===== src/rtl/hdma_copy_engine.sv =====
// hdma_copy_engine: HDMA/GDMA byte mover, reads each source byte from the system bus and writes it into VRAM
//  clk, reset        : clock, synchronous active-high reset
//  hdma_rd           : transfer active, qualifies hdma_source_addr/hdma_target_addr
//  bus_rd, bus_addr  : one-cycle read strobe and its address
//  bus_din           : read data, sampled RD_LAT cycles after the bus_rd cycle
//  vram_we/addr/dout : registered one-cycle VRAM write
//  cpu_stall         : CPU hold while a transfer or its drain is in progress
//  bytes_done        : bytes written since the last hdma_rd rise
module hdma_copy_engine #(
  parameter int RD_LAT = 1
) (
  input  logic        clk,
  input  logic        reset,
  input  logic        hdma_rd,
  input  logic [15:0] hdma_source_addr,
  input  logic [15:0] hdma_target_addr,
  output logic        bus_rd,
  output logic [15:0] bus_addr,
  input  logic [7:0]  bus_din,
  output logic        vram_we,
  output logic [12:0] vram_addr,
  output logic [7:0]  vram_dout,
  output logic        cpu_stall,
  output logic [11:0] bytes_done
);
  logic phase, rd_q, issue, inv;
  logic [RD_LAT:0] pv, pi;
  logic [12:0] pt [RD_LAT+1];
  assign issue = hdma_rd & ~phase;
  // VRAM itself and 0xE000+ (echo/OAM/IO/HRAM) are not readable sources
  assign inv = hdma_source_addr[15:13] == 3'b100 || hdma_source_addr[15:13] == 3'b111;
  assign cpu_stall = hdma_rd | bus_rd | (|pv) | vram_we;
  always_ff @(posedge clk) begin
    if (reset) begin
      phase <= 1'b0;
      rd_q <= 1'b0;
      pv <= '0;
      bus_rd <= 1'b0;
      bus_addr <= '0;
      vram_we <= 1'b0;
      vram_addr <= '0;
      vram_dout <= '0;
      bytes_done <= '0;
    end else begin
      phase <= issue;
      rd_q <= hdma_rd;
      bus_rd <= issue & ~inv;
      if (issue & ~inv) bus_addr <= hdma_source_addr;
      // stage k is valid in cycle N+1+k; the last stage lines up with bus_din
      pv <= {pv[RD_LAT-1:0], issue};
      pi <= {pi[RD_LAT-1:0], inv};
      pt[0] <= hdma_target_addr[12:0];
      for (int i = 1; i <= RD_LAT; i++) pt[i] <= pt[i-1];
      vram_we <= pv[RD_LAT];
      if (pv[RD_LAT]) begin
        vram_addr <= pt[RD_LAT];
        vram_dout <= pi[RD_LAT] ? 8'hFF : bus_din;
      end
      // a write landing on the rise cycle counts toward the new block
      bytes_done <= (hdma_rd & ~rd_q) ? 12'(vram_we) : bytes_done + 12'(vram_we);
    end
  end
endmodule


===== config.mk =====
export PLATFORM = sky130hd
export DESIGN_NAME = hdma_copy_engine
export DESIGN_NICKNAME = d
export VERILOG_FILES = /design/src/rtl/hdma_copy_engine.sv
export SDC_FILE = /design/constraint.sdc
export NUM_CORES = 1
export LEC_CHECK = 0
export CORE_MARGIN = 10
export CORE_UTILIZATION = 45
export CTS_CLUSTER_DIAMETER = 100
export CTS_CLUSTER_SIZE = 20
export DETAILED_ROUTE_END_ITERATION = 7
export PLACE_DENSITY_LB_ADDON = 0.12
export SYNTH_ARGS = -nofsm -noshare
export SYNTH_HDL_FRONTEND = slang
export SYNTH_SLANG_ARGS = --single-unit

===== constraint.sdc =====
create_clock -name clk -period 2.65 [get_ports clk]
set_input_delay 0.265 -clock clk [delete_from_list [all_inputs] [get_ports clk]]
set_output_delay 0.265 -clock clk [all_outputs]
set_load 0.005 [all_outputs]

==> flow_metrics.tcl <==
set metrics [dict create \
    status "complete, no violations" \
    path_clk_slew_ns 0.08 \
    die-height_um 99.83 \
    drt-vias-per-instance 4.873 \
    fin_skew_ns 0.009328 \
    regArea_sq_mm 0.001922 \
    route.detailed.drc 0 \
    leakagePower_nw 1.475 \
    worstPathArrival_ns 1.45 \
    multiInputGateArea_sq_um 893.4 \
    first_pass_iters 6 \
    yosys.area.top_type "dfxtp_1" \
    ctsRootBufferMaster "clkbuf_8" \
    io_pins 95 \
    rr_worst_depth 5 \
    synth_fp_nets 277 \
    synth.distinct_cells 33 \
    antenna_cells 0 \
    synth_flop_cell "dfxtp_1" \
    gp_congestion 0.7376 \
    synth_top_cell_area_share_pct 37.70 \
    synthToLayoutAreaGrowth_pct 41.84 \
    power.density_mw_per_mm2 618.9 \
    synth_area_sq_mm 0.002868 \
    drt-initial-drc-count 69 \
    rows 29 \
    place_inst 392 \
    synth_warnings 0 \
    drive_above_1_share_pct 7.251 \
    grt_pass1_wl_mm 9.998 \
    synth-seq-cells 82 \
    final-instance-count-excl-fill 408 \
    overflow 0 \
    relSlewSlack_pct 66.53 \
    post_cts_buffers 0 \
    post-dp-hpwl_mm 4.300 \
    grt_pass1_vias 1959 \
    finalNetCount 372 \
    crit_path_start_kind "input pin" \
    syn_avg_cell_area_sq_um 12.41 \
    async_reset_ff_share_pct 0 \
    fillers 509 \
    slew_violations 0 \
    cts_num_sinks 82 \
    rsz0062_at_grt "no" \
    endpoint_kind "primary output" \
    vias 1988 \
    wl_mm 6.029 \
    clk_latency_ns 0.33 \
    grt_usage_pct 12.40 \
    tightest_slew_ns 0.5016 \
    finalSetupTns_ns 0 \
    period_share_pct 64.87 \
    antenna_found_initial 0 \
    synthCells 231 \
    die-area_sq_mm 0.009966 \
    hold_depth 0 \
    cts.repair.resized 0 \
    cts_buffers 9 \
    path_class "in2out" \
    ant_nets 0 \
    maxCapViolCount 0 \
    start_util_pct 45.68 \
    clk_path_buf_depth 2 \
    cts_tree "yes" \
    setup_viol 0 \
    wire_per_inst_um 14.78 \
    critPathRequiredTime_ns 2.38 \
    max_freq_mhz 581.8 \
    hold_violations 0 \
    post-route-min-period_ns 1.719 \
    peakVddDrop_mv 0.3421 \
    synth_commonest_cells "54 x dfxtp_1, 28 x edfxtp_1, 27 x nor2_1" \
    synth_edf_count 28 \
    ys_seq_area_share_pct 67.02 \
    cp_max_fo 4 \
    synth.most_common_cell "dfxtp_1" \
    cts_max_level 3 \
    die_w_um 99.83 \
    grt_max_degree 38 \
    synth.area.top_cells "dfxtp_1 38%, edfxtp_1 29%, mux2i_1 6.6%" \
    portBuffers 91 \
    hold_class "reg2reg" \
    cts_hold_buf 0 \
    core_sq_mm 0.006277 \
]
[final timing paths]
check | slack (ns) | startpoint | end
min | 0.42 | pi[0] | pi[1]
min reg2reg | 0.42 | pi[0] | pi[1]
max reg2reg | 1.10 | vram_we | bytes_done[8]
max | 0.93 | hdma_rd | cpu_stall
[per-stage QoR]
step | hold WS [ns] | utilization (%) | power (W) | cell area, sq um | worst slack (ns)
global placement | 0.4003 | 61.69 | 0.001677 | 3872 | 0.8804
floorplan | 0.3639 | - | 0.001521 | 2868 | 0.6747
detailed placement | 0.4045 | 61.69 | 0.001683 | 3872 | 0.8949
CTS | 0.4173 | 64.80 | 0.002550 | 4068 | 0.8899
finish | 0.4188 | 64.80 | 0.002517 | 4068 | 0.9311
global route | 0.4250 | 64.80 | 0.002633 | 4068 | 0.8629
[cell families after synthesis]
group	share of synthesized area, %
flip-flops	67.02
AND/OR/NAND/NOR	13.18
AO/OA/AOI/OAI	8.813
multiplexers	6.632
buffers and inverters	1.832
XOR/XNOR	1.222
adder cells (fa/ha/maj)	1.309
[critical path, cell delays in order]
cell and delay (ns):
clkdlybuf4s50_1 0.45, nor3_1 0.22, nand2_1 0.07, clkdlybuf4s50_1 0.44
[cells in the final DEF (no fill, tap or decap), types with 2 or more instances in the layout]
| master | instances |
|---|---|
| nor2b_1 | 13 |
| clkinv_4 | 2 |
| o22ai_1 | 8 |
| o22a_1 | 10 |
| buf_4 | 3 |
| clkdlybuf4s50_1 | 91 |
| nor2_1 | 27 |
| nand2b_1 | 3 |
| o31ai_1 | 4 |
| inv_1 | 2 |
| nand3_1 | 3 |
| o21ai_0 | 3 |
| or4_1 | 4 |
| xor2_1 | 2 |
| clkinvlp_4 | 2 |
| mux2i_1 | 19 |
| nand2_1 | 15 |
| or3_1 | 2 |
| clkbuf_8 | 9 |
| xnor2_1 | 2 |
| dfxtp_1 | 54 |
| edfxtp_1 | 28 |
| a21oi_1 | 7 |
| ha_1 | 3 |
[sequential cells by signal, indices dropped and copies added (netlist names)]
name / cells
bus_addr: 16
bytes_done: 12
vram_addr: 13
vram_dout: 8
pt: 26
rd_q: 1
pv: 2
pi: 2
bus_rd: 1
vram_we: 1
[layer usage]
metal | wire length (um) | share of wire [%] | global-route usage (%) | vias to the layer above
met4 | 57 | 0.95 | 5.623 | 0
li1 | - | - | - | 1010
met3 | 535 | 8.9 | 5.357 | 4
met1 | 2566 | 43 | 15.16 | 916
met5 | 0 | 0 | 0 | -
met2 | 2870 | 48 | 18.52 | 58
[where the power goes]
| group | total, W | internal, W | switching (W) |
|---|---|---|---|
| Sequential | 0.00140 | 0.00137 | 0.0000246 |
| Clock | 0.000868 | 0.000437 | 0.000431 |
| Combinational | 0.000251 | 0.000158 | 0.0000927 |
[layout make-up]
cell class,instances,share of cell area (%)
clock buffer,10,3.137
inverter,2,0.1846
clock inverter,6,1.661
tap,77,2.369
sequential,82,47.25
multi-input combinational,136,21.96
timing repair buffer,95,23.44
No activity file was read; power rests on OpenSTA's default activity.
